[src/rtl/p18_video_pkg.sv]
// rtl/p18_video_pkg.sv - default 640x480 timing, phase type and timing helper functions
package p18_video_pkg;

    localparam int DEF_HACTIVE = 640;
    localparam int DEF_HFRONT  = 16;
    localparam int DEF_HSYNC   = 96;
    localparam int DEF_HBACK   = 48;
    localparam int DEF_VACTIVE = 480;
    localparam int DEF_VFRONT  = 10;
    localparam int DEF_VSYNC   = 2;
    localparam int DEF_VBACK   = 33;

    typedef enum logic [1:0] {
        PH_ACTIVE,
        PH_FRONT,
        PH_SYNC,
        PH_BACK
    } phase_e;

    function automatic int blank_of(input int front, input int sync, input int back);
        return front + sync + back;
    endfunction

    function automatic int total_of(input int active, input int front, input int sync,
                                    input int back);
        return active + blank_of(front, sync, back);
    endfunction

    // Blanking occupies the negative counts: front porch, then sync, then back porch up to -1.
    function automatic phase_e phase_of(input int c, input int front, input int sync,
                                        input int back);
        int blank;
        blank = blank_of(front, sync, back);
        if (c >= 0)
            return PH_ACTIVE;
        else if (c < -blank + front)
            return PH_FRONT;
        else if (c <= -back - 1)
            return PH_SYNC;
        else
            return PH_BACK;
    endfunction

endpackage

[src/rtl/p18_axis_counter.sv]
// rtl/p18_axis_counter.sv - one raster axis: signed position counter with registered phase flags
module p18_axis_counter
    import p18_video_pkg::*;
#(
    parameter int ACTIVE = DEF_HACTIVE,
    parameter int FRONT  = DEF_HFRONT,
    parameter int SYNC   = DEF_HSYNC,
    parameter int BACK   = DEF_HBACK,
    parameter int W      = $clog2(total_of(ACTIVE, FRONT, SYNC, BACK)) + 1
) (
    input  logic                clk,
    input  logic                reset,
    input  logic                step_i,
    output logic signed [W-1:0] count_o,
    output logic                at_end_o,
    output logic                sync_o,
    output logic                active_o
);

    localparam int BLANK = blank_of(FRONT, SYNC, BACK);
    localparam logic signed [W-1:0] FIRST = W'(-BLANK);
    localparam logic signed [W-1:0] LAST  = W'(ACTIVE - 1);

    logic signed [W-1:0] count_q, count_d;
    logic                sync_q, sync_d;
    logic                active_q, active_d;
    phase_e              phase_d;

    // Flags decode the next count so they line up with the count register they describe.
    always_comb begin
        count_d = count_q;
        if (step_i)
            count_d = (count_q == LAST) ? FIRST : count_q + W'(1);
        phase_d  = phase_of(int'(count_d), FRONT, SYNC, BACK);
        sync_d   = (phase_d == PH_SYNC);
        active_d = (phase_d == PH_ACTIVE);
    end

    always_ff @(posedge clk or posedge reset) begin
        if (reset) begin
            count_q  <= FIRST;
            sync_q   <= 1'b0;
            active_q <= 1'b0;
        end else begin
            count_q  <= count_d;
            sync_q   <= sync_d;
            active_q <= active_d;
        end
    end

    assign count_o  = count_q;
    assign at_end_o = (count_q == LAST);
    assign sync_o   = sync_q;
    assign active_o = active_q;

endmodule

[src/rtl/p18_video_timing.sv]
// rtl/p18_video_timing.sv - raster timing generator with sync, strobes and animation time
module p18_video_timing
    import p18_video_pkg::*;
#(
    parameter int HACTIVE  = DEF_HACTIVE,
    parameter int HFRONT   = DEF_HFRONT,
    parameter int HSYNC    = DEF_HSYNC,
    parameter int HBACK    = DEF_HBACK,
    parameter int VACTIVE  = DEF_VACTIVE,
    parameter int VFRONT   = DEF_VFRONT,
    parameter int VSYNC    = DEF_VSYNC,
    parameter int VBACK    = DEF_VBACK,
    parameter int SYNC_POL = 0,
    parameter int TIME_DIV = 1,
    parameter int HW       = $clog2(total_of(HACTIVE, HFRONT, HSYNC, HBACK)) + 1,
    parameter int VW       = $clog2(total_of(VACTIVE, VFRONT, VSYNC, VBACK)) + 1
) (
    input  logic                 clk,
    input  logic                 reset,
    input  logic                 pix_en,
    input  logic                 time_run,
    input  logic                 time_clear,
    output logic signed [HW-1:0] counter_h,
    output logic signed [VW-1:0] counter_v,
    output logic                 hsync,
    output logic                 vsync,
    output logic                 de,
    output logic                 line_start,
    output logic                 frame_start,
    output logic [7:0]           cur_time
);

    localparam logic       SYNC_ACT = (SYNC_POL != 0);
    localparam logic [3:0] DIV_LAST = 4'(TIME_DIV - 1);

    logic h_end, h_sync, h_act;
    logic v_end, v_sync, v_act;
    logic v_step, frame_wrap;

    assign v_step     = pix_en & h_end;
    assign frame_wrap = v_step & v_end;

    p18_axis_counter #(
        .ACTIVE (HACTIVE),
        .FRONT  (HFRONT),
        .SYNC   (HSYNC),
        .BACK   (HBACK),
        .W      (HW)
    ) u_h (
        .clk      (clk),
        .reset    (reset),
        .step_i   (pix_en),
        .count_o  (counter_h),
        .at_end_o (h_end),
        .sync_o   (h_sync),
        .active_o (h_act)
    );

    p18_axis_counter #(
        .ACTIVE (VACTIVE),
        .FRONT  (VFRONT),
        .SYNC   (VSYNC),
        .BACK   (VBACK),
        .W      (VW)
    ) u_v (
        .clk      (clk),
        .reset    (reset),
        .step_i   (v_step),
        .count_o  (counter_v),
        .at_end_o (v_end),
        .sync_o   (v_sync),
        .active_o (v_act)
    );

    logic       line_q, frame_q;
    logic [3:0] div_q, div_d;
    logic [7:0] time_q, time_d;

    // Clear wins over a same-cycle increment and is honoured even with pix_en low.
    always_comb begin
        div_d  = div_q;
        time_d = time_q;
        if (time_clear) begin
            div_d  = 4'd0;
            time_d = 8'd0;
        end else if (frame_wrap && time_run) begin
            if (div_q == DIV_LAST) begin
                div_d  = 4'd0;
                time_d = time_q + 8'd1;
            end else begin
                div_d = div_q + 4'd1;
            end
        end
    end

    always_ff @(posedge clk or posedge reset) begin
        if (reset) begin
            line_q  <= 1'b0;
            frame_q <= 1'b0;
            div_q   <= 4'd0;
            time_q  <= 8'd0;
        end else begin
            line_q  <= v_step;
            frame_q <= frame_wrap;
            div_q   <= div_d;
            time_q  <= time_d;
        end
    end

    assign hsync       = h_sync ? SYNC_ACT : ~SYNC_ACT;
    assign vsync       = v_sync ? SYNC_ACT : ~SYNC_ACT;
    assign de          = h_act & v_act;
    assign line_start  = line_q;
    assign frame_start = frame_q;
    assign cur_time    = time_q;

endmodule
[config.mk]
export PLATFORM = sky130hd
export DESIGN_NAME = p18_video_timing
export DESIGN_NICKNAME = d
export VERILOG_FILES = /design/src/rtl/p18_video_pkg.sv /design/src/rtl/p18_axis_counter.sv /design/src/rtl/p18_video_timing.sv
export SDC_FILE = /design/constraint.sdc
export NUM_CORES = 1
export LEC_CHECK = 0
export BUFFER_PORTS_ARGS = -buffer_cell sky130_fd_sc_hd__buf_2
export CAP_MARGIN = 10
export CORE_MARGIN = 3
export CORE_UTILIZATION = 45
export CTS_CLUSTER_SIZE = 28
export DETAILED_ROUTE_END_ITERATION = 7
export PLACE_DENSITY = 0.66
export SLEW_MARGIN = 10
export SYNTH_ARGS = -nofsm -noshare
export SYNTH_HDL_FRONTEND = slang
export SYNTH_HIERARCHICAL = 1
export SYNTH_SLANG_ARGS = --single-unit
[constraint.sdc]
create_clock -name clk -period 7.9 [get_ports clk]
set_clock_uncertainty 0.15 [all_clocks]
set_input_delay 0.395 -clock clk [delete_from_list [all_inputs] [get_ports clk]]
set_output_delay 0.395 -clock clk [all_outputs]
set_load 0.05 [all_outputs]
# Word level (Yosys, flattened, before mapping)

Cells that the tools add are included.

Bits in registers: 40
Bits in latches: 0
RAM bits: 0
Memory bits (read-only): 0
Input bits: 5
Output and inout port bits: 35
Memories kept: 0

Add/sub/neg operators: 4
Multipliers: 0
Divide/modulo/power cells: 0
$lt $le $gt $ge: 6
Eq/ne operators: 4
Shift operators: 0
Muxes and demuxes: 18
Bitwise gates (word level): 3
Reduce and logical (&&, ||, !) cells: 7

Operator list:

| cell                  | count |
|---|---|
| $mux 11               | 4 |
| $mux 8                | 3 |
| $add 11x2->11 const B | 2 |
| $ge 11x1->1 const B   | 2 |
| $le 11x7->1 const B   | 2 |
| $mux 4                | 3 |
| $eq 11x10->1 const B  | 1 |
| $eq 11x11->1 const B  | 1 |
| $lt 11x7->1 const B   | 1 |
| $lt 11x9->1 const B   | 1 |
| $add 8x1->8 const B   | 1 |
| $mux 2                | 4 |
| $add 4x1->4 const B   | 1 |
| $eq 2x2->1 const B    | 2 |
| $logic_not 2->1       | 2 |
| $logic_not 4->1       | 1 |
| $mux 1                | 4 |
| $reduce_bool 2->1     | 2 |
| $and 1x1->1           | 3 |
| $reduce_and 2->1      | 1 |
| $logic_and 1x1->1     | 1 |

# Depth between registers and ports, before layout

Gate-level depths: netlist of the first run.

Depth after elaboration: 8
Depth in mapped cells: 15
Mapped depth without buffers: 13

# Hierarchy

The synthesis of the first run kept the hierarchy.

Modules (own cells, without submodules):

| module                 | times used | cells an instance | area each (um^2) | seq. area each (um^2) |
|---|---|---|---|---|
| p18_axis_counter (u_v) | 1          | 89                | 909.6            | 335.3 |
| p18_video_timing       | 1          | 80                | 763.2            | 350.3 |
| p18_axis_counter (u_h) | 1          | 70                | 732.0            | 331.6 |

# Worst setup path after synthesis of the first run

OpenSTA, ideal clock, no wires.

Path type: flip-flop to flip-flop
Start: register u_h.count_q[7], in the netlist u_h/count_o[7]
End: register u_v.sync_q, in the netlist u_v/sync_o
Arrival: 3348 ps
Setup slack: 4324 ps
Stages on the path, launching flop included: 16
Buffers on the path: 2
Clock period less this slack: 3576 ps
Cell sequence: dfrtp_1 clkbuf_1 nor3_1 nand3_1 nor3_1 and2_1 buf_6 nand3_4 a2111oi_1 nand2b_1 a21oi_1 nor2_1 ha_1 nand2b_1 o31a_1 a21boi_1

Word-level cells in the longest chain between the ends: 8

RTL lines:

| item                     | RTL line               | source |
|---|---|---|
| start: declaration       | p18_axis_counter.sv:24 | `logic signed [W-1:0] count_q, count_d;` |
| start signal: assignment | p18_axis_counter.sv:45 | `count_q <= count_d;` |
| $eq 11x11->1 (*)         | p18_axis_counter.sv:52 | `assign at_end_o = (count_q == LAST);` |
| via h_end                | p18_video_timing.sv:36 | `logic h_end, h_sync, h_act;` |
| $and 1x1->1 (*)          | p18_video_timing.sv:40 | `assign v_step = pix_en & h_end;` |
| via v_step               | p18_video_timing.sv:38 | `logic v_step, frame_wrap;` |
| $mux 11 (*)              | p18_axis_counter.sv:32 | `if (step_i)` |
| via u_v.count_d[5]       | p18_axis_counter.sv:24 |  |
| $le 11x7->1              | p18_video_pkg.sv:38    | `else if (c <= -back - 1)` |
| $mux 1                   | p18_video_pkg.sv:38    |  |
| $mux 2                   | p18_video_pkg.sv:36    | `else if (c < -blank + front)` |
| $mux 2 (*)               | p18_video_pkg.sv:34    | `if (c >= 0)` |
| $eq 2x2->1 (*)           | p18_axis_counter.sv:35 | `sync_d = (phase_d == PH_SYNC);` |
| via u_v.sync_d           | p18_axis_counter.sv:25 | `logic sync_q, sync_d;` |
| end signal: assignment   | p18_axis_counter.sv:46 | `sync_q <= sync_d;` |
| end: declaration         | p18_axis_counter.sv:25 |  |

The timed path passes the listed nets; every way through them passes the cells marked *.
A chain may end at the register's enable or synchronous reset.

# Worst setup path after layout of the first run

Start: register u_h.count_q[7], in the netlist u_h/count_o[7]
End: register u_v.sync_q, in the netlist u_v/sync_o

Word-level cells in the longest chain between the ends: 8

RTL lines:

| item             | RTL line |
|---|---|
| $eq 11x11->1 (*) | p18_axis_counter.sv:52 |
| via h_end        | p18_video_timing.sv:36 |
| $and 1x1->1 (*)  | p18_video_timing.sv:40 |
| via v_step       | p18_video_timing.sv:38 |
| $mux 11 (*)      | p18_axis_counter.sv:32 |
| $le 11x7->1      | p18_video_pkg.sv:38 |
| $mux 1           | p18_video_pkg.sv:38 |
| $mux 2           | p18_video_pkg.sv:36 |
| $mux 2 (*)       | p18_video_pkg.sv:34 |
| $eq 2x2->1 (*)   | p18_axis_counter.sv:35 |
| via u_v.sync_d   | p18_axis_counter.sv:25 |

Marks and branches as above.

==> impl_results.md, run 1 <==
* Share of layout cells above drive strength 1 at 31.2%
* DRT Pass-1 Iters at 4
* Fmax at 263 MHz
* Critical Path AT at 3.86 ns
* Ant. Diodes at 0
* Initial antenna violation count at 0
* Die H at 79.1 um
* Setup TNS at 0 ns
* Clock transition at path regs at 0.07 ns
* CTS root buf: clkbuf_8
* Syn. warnings at 6
* Starting Density at 48.7%
* Worst setup EP type: register
* Final ANT Viol Nets at 0
* Cell Pwr Density at 204 nW/um2
* Slew Viols, Final at 0
* Total GRT Usage at 17.0%
* DP Area at 2630 um2
* Final setup viols at 0
* Chip Width at 79.1 um
* Core Region at 4940 um2
* Vias in the first global route at 1,834
* Post-synthesis cell type count at 65
* Rows at 25
* Largest net degree at the start of global routing at 19
* Most frequent cells in the layout: buf_2 (39), dfrtp_1 (27), inv_1 (17)
* Max-slew headroom at 58.0%
* Worst-Margin Slew at 0.627 ns
* Mapped Cells at 239
* Sequential share of the synthesized area at 42.3%
* WHS at -0.00236 ns
* FF-to-FF path depth at 13
* Top Usage Layer GRT: met2
* Synth Cell Area at 2400 um2
* Failing checks: negative hold slack
* Area growth syn-to-layout at 13.1%
* Clk_lat worst skew at 0.29 ns
* Final worst path period share at 48.1%
* Final Critical Period at 3.80 ns
* Post_cts resized at 0
* First-pass GRT wire length at 8510 um
* Post-CTS setup-driven buffer insertion count at 0
* Maximum fanout along the worst path at 14
* Req. time, crit path at 7.97 ns
* Met2 GRT Util at 26.6%
* RSZ-0062 raised after global routing: no
* Run status: finished with violations
* H-Tree Depth at 2
* Peak VDD IR at 0.154 mV
* Seq cells post-synth at 40
* Grt met3 use at 3.51%
* Final Hold Fails at 8
* I/O Buffers at 39
* Max-cap viol count at 0
* Total number of vias at 1,924
* Remaining global-route overflow at 0
* Post-layout instance area at 2720 um2
* Net total in the final layout at 290
* Total Die Area at 6260 um2
* Net Count, Synth at 251
* M1 GR Usage at 23.1%
* Leak Pwr at 0.00116 uW
* Vias per inst at 5.56
* Wire per inst at 14.2 um
* GP Congestion at 0.866
* CTS tree: done
* Ys flop type: dfrtp_1
* Class of the worst hold path: input port to asynchronous set/reset pin
* Num CTS Buffers at 5
* Crit Path Class: register to register
* Routed WL at 4900 um
* Fraction of registers with async set/reset at 100%
* Total Power at 555 uW
* Commonest non-fill, non-tap cell in the layout: buf_2
* Syn avg cell area at 10.1 um2
* Drt drc at 0
* I/O pins at 40
* Post-synth EDFFs at 0
* Initial drt markers at 47
* Hpwl dp at 3580 um
* Util after Layout at 55.0%
* Critical path launch point type: register
* Number of hold buffers added after cts at 0
* Clock tree buffer depth at 2
* Sink Count at 40
-- flip-flops by register name (all words and copies together) (netlist names) --
signal,flops
u_h/count_o,11
u_h/active_o,1
u_v/sync_o,1
cur_time,8
div_q,4
u_v/active_o,1
line_start,1
u_h/sync_o,1
u_v/count_o,11
frame_start,1
-- through the flow --
stage,hold slack (ns),std cells,setup slack [ns]
finish,-0.00236,346,4.10
global route,0.0332,346,3.77
CTS,0.00396,346,4.14
detailed placement,0.324,338,4.17
global placement,0.325,338,4.28
floorplan,0.116,239,4.32
-- cell usage after synthesis (2+ instances only) --
| cell | instances | share of area, % |
|---|---|---|
| a221oi_2 | 2 | 1.2 |
| nand4b_1 | 2 | 0.73 |
| a21oi_1 | 15 | 3.1 |
| nand3_1 | 14 | 2.9 |
| buf_6 | 3 | 1.4 |
| xnor2_1 | 7 | 2.5 |
| or2_2 | 2 | 0.52 |
| nor3_1 | 8 | 1.7 |
| o31ai_1 | 3 | 0.94 |
| or3_1 | 3 | 0.78 |
| or4_1 | 3 | 0.94 |
| a221oi_1 | 2 | 0.73 |
| and2_1 | 3 | 0.78 |
| nor4_1 | 3 | 0.78 |
| dfstp_2 | 13 | 14 |
| nor2b_1 | 6 | 1.6 |
| nand2_1 | 16 | 2.5 |
| dfrtp_1 | 27 | 28 |
| xor2_1 | 6 | 2.2 |
| nand2b_1 | 2 | 0.52 |
| ha_1 | 7 | 3.6 |
| o21ai_0 | 8 | 1.7 |
| inv_1 | 17 | 2.7 |
| nand3_2 | 2 | 0.83 |
| mux2_2 | 2 | 0.94 |
| buf_2 | 2 | 0.42 |
| nor2_1 | 13 | 2.0 |
| nand4_1 | 9 | 2.3 |
| and3_2 | 3 | 0.94 |
-- power by group --
group          internal (uW)  switching, uW
Clock                   71.3           69.2
Sequential               227           32.7
Combinational           42.9            112
Total                    341            214
-- worst paths after layout --
check	startpoint	to	slack, ns
worst max-delay path	u_h/count_o[7]	u_v/sync_o	4.10
worst min-delay path	reset	u_h/count_o[4]	-0.002
min in group clk	pix_en	u_h/count_o[2]	0.31
max in group asynchronous	reset	cur_time[2]	7.23
worst max register to register	u_h/count_o[7]	u_v/sync_o	4.10
worst min register to register	u_v/count_o[8]	u_v/count_o[8]	0.42
-- final cells by class --
cell class | count | area, um2
Sequential cell | 40 | 1020
Inverter | 17 | 63.8
Tap cell | 67 | 83.8
Timing Repair Buffer | 39 | 195
Multi-Input combinational cell | 175 | 1270
Fill cell | 472 | 2220
Clock buffer | 8 | 90.1
-- cells by family (layout without fill, tap and decap cells) --
logic type,after synthesis,in the layout,synth area share [%]
buffers and inverters,24,64,4.94
XOR/XNOR,13,13,4.73
adder cells (fa/ha/maj),7,7,3.64
AO/OA/AOI/OAI,46,46,15.4
AND/OR/NAND/NOR,105,105,27.2
flip-flops,40,40,42.3
multiplexers,4,4,1.82
-- worst max-delay path, stage by stage, from the launching register on --
cell and delay [ns]:
dfrtp_1 0.48, nor3_1 0.27, nand3_1 0.18, nor3_1 0.33, and2_1 0.53, nand4_1 0.22
o31a_2 0.33, o22ai_1 0.21, nand4_1 0.13, nor2_1 0.11, ha_1 0.24, nand2b_1 0.14
o31a_1 0.26, a21boi_1 0.15
-- layer usage --
metal,part of all wire (%),up-vias
met5,0,-
met4,1.4,0
met3,3.9,6
met2,45,43
met1,50,921
li1,-,954
(Power assumes the default switching activity.)
==> run 2: changes to the inputs <==
- PLACE_DENSITY: 0.66 -> 0.69
- clock period: 7.9 -> 3.06 ns (I/O delays scaled with it)
==> impl_results.md, run 2 (synthesis results as in run 1) <==
* FF-to-FF path depth at 13
* Net total in the final layout at 309
* FF+latch area at 1020 um2
* Hold Path Depth at 2
* Chip Width at 79.1 um
* Max-cap viol count at 0
* FILL cells at 441
* CTS root buf: clkbuf_8
* Area growth syn-to-layout at 24.1%
* Vias in the first global route at 1,855
* DRT Pass-1 Iters at 4
* Leak Pwr at 0.00128 uW
* Crit. path cell count at 13
* Total Die Area at 6260 um2
* Req. time, crit path at 3.13 ns
* Run status: finished with violations
* Total number of vias at 1,981
* I/O Buffers at 39
* Slew Viols, Final at 0
* I/O pins at 40
* Cell Pwr Density at 554 nW/um2
* Class of the worst hold path: input port to register
* Comb pwr share at 30.5%
* Finished Layout Cells at 365
* Initial antenna violation count at 0
* Num CTS Buffers at 5
* Peak VDD IR at 0.369 mV
* Initial drt markers at 98
* Max incr delay on CP at 0.40 ns
* Ant. Diodes at 0
* Worst setup EP type: register
* Clk_lat worst skew at 0.30 ns
* Most frequent CP cell: nand4_1
* CP max-delay cell: dfstp_2
* Most frequent cells in the layout: buf_2 (39), dfrtp_1 (24), inv_1 (17), buf_4 (17), nand2_1 (16)
* Wire per inst at 14.7 um
* WP buf/inv at 0
* NetSw at 587 uW
* Share of layout cells above drive strength 1 at 39.9%
* Post-layout instance area at 2990 um2
* Critical Path AT at 3.15 ns
* Total GRT Usage at 18.5%
* Seq pwr share at 38.5%
* Largest net degree at the start of global routing at 19
* Vias per inst at 5.43
* Sink Count at 40
* Sw Share at 35.5%
* Critical path launch point type: register
* Remaining global-route overflow at 0
* Placed instance count at 351
* Fmax at 325 MHz
* Failing checks: negative setup slack
* Internal at 1070 uW
* Final Critical Period at 3.08 ns
* Clock transition at path regs at 0.08 ns
* Total Power at 1650 uW
* WHS at 0.0449 ns
* Die H at 79.1 um
* Final setup viols at 2
* GP Congestion at 0.873
* Drt drc at 0
* Final worst path period share at 101%
* Maximum fanout along the worst path at 7
* DP Area at 2750 um2
* H-Tree Depth at 2
* Final worst slack at -0.0189 ns
* Crit Path Class: register to register
* Max-slew headroom at 54.3%
* Commonest non-fill, non-tap cell in the layout: buf_2
* Multi-input gate area at 1340 um2
* First-pass GRT wire length at 9130 um
* Worst-Margin Slew at 0.676 ns
* Crit path cell chain: nor3_4 -> nand3_2 -> nor3_2 -> and2_4 -> nand4_1 -> o31a_2 -> o22ai_2 -> nand4_1 -> nor2_1 -> ha_1 -> nand2b_4 -> o31a_1 -> a21oi_2
* Starting Density at 48.7%
* Clock tree buffer depth at 2
* Util after Layout at 60.4%
* Final Hold Fails at 0
* Routed WL at 5370 um
* CTS tree: done
* Core Region at 4940 um2
* Clock power share at 30.9%
* Largest delay share family, worst path: simple AND/OR/NAND/NOR gates
* RSZ-0062 raised after global routing: yes
* Final ANT Viol Nets at 0
* Rows at 25
* Hpwl dp at 3930 um
[run 2: cell count changes in the layout (fill, tap and decap cells not counted), moves of 2 or more]
cell	delta
nor3_2	+2
dfrtp_1	-3
bufinv_16	+2
nor3_1	-3
dfrtp_2	+3
buf_4	+17
[run 2: path summary, 6_finish.rpt]
path,start,to,slack [ns]
setup / recovery,u_h/count_o[10],u_v/active_o,-0.02
hold / removal,time_clear,cur_time[3],0.04
setup reg to reg,u_h/count_o[10],u_v/active_o,-0.02
hold reg to reg,u_v/count_o[8],u_v/count_o[8],0.42
max in group asynchronous,reset,u_v/count_o[7],2.07
min in group asynchronous,reset,u_h/count_o[4],0.30
[run 2: power groups by stage]
stage	Sequential (uW)	Clock (uW)	Combinational, uW
2_1_floorplan	835	0	162
6_report	638	512	505
3_5_place_dp	645	0	498
5_1_grt	647	554	542
3_3_place_gp	642	0	496
4_1_cts	635	527	503
[run 2: what timing repair did]
| action | in CTS | in global routing |
|---|---|---|
| buffers inserted | 1 | 4 |
| endpoints found under the hold margin | 27 | 0 |
| hold buffers | 1 | 0 |
| endpoints found under the setup margin | 1 | 2 |
| pin swaps | 1 | 7 |
| cloned | 0 | 0 |
| resized for setup | 1 | 8 |
[run 2: area by class of cell]
cell class                 count  share of cell area, %
clock inverter                 2                   2.01
tap                           67                   2.81
multi-input combinational    175                   44.9
clock buffer                   6                   2.43
timing repair buffer          58                   11.5
inverter                      17                   2.14
sequential                    40                   34.2
[run 2: per-stage QoR]
stage	setup WS (ns)	setup TNS, ns
after floorplan	-0.183	-0.366
after detailed placement	0.0261	0
after global routing	-0.138	-0.584
final	-0.0189	-0.0232
after CTS	0.0240	0
after global placement	0.136	0
[run 2: per-layer routing]
metal	global-route usage, %	wire length, um	vias up
met5	0	0	-
met4	5.15	65	0
met3	4.31	202	6
met2	27.2	2460	33
met1	27.2	2640	950
li1	-	-	992
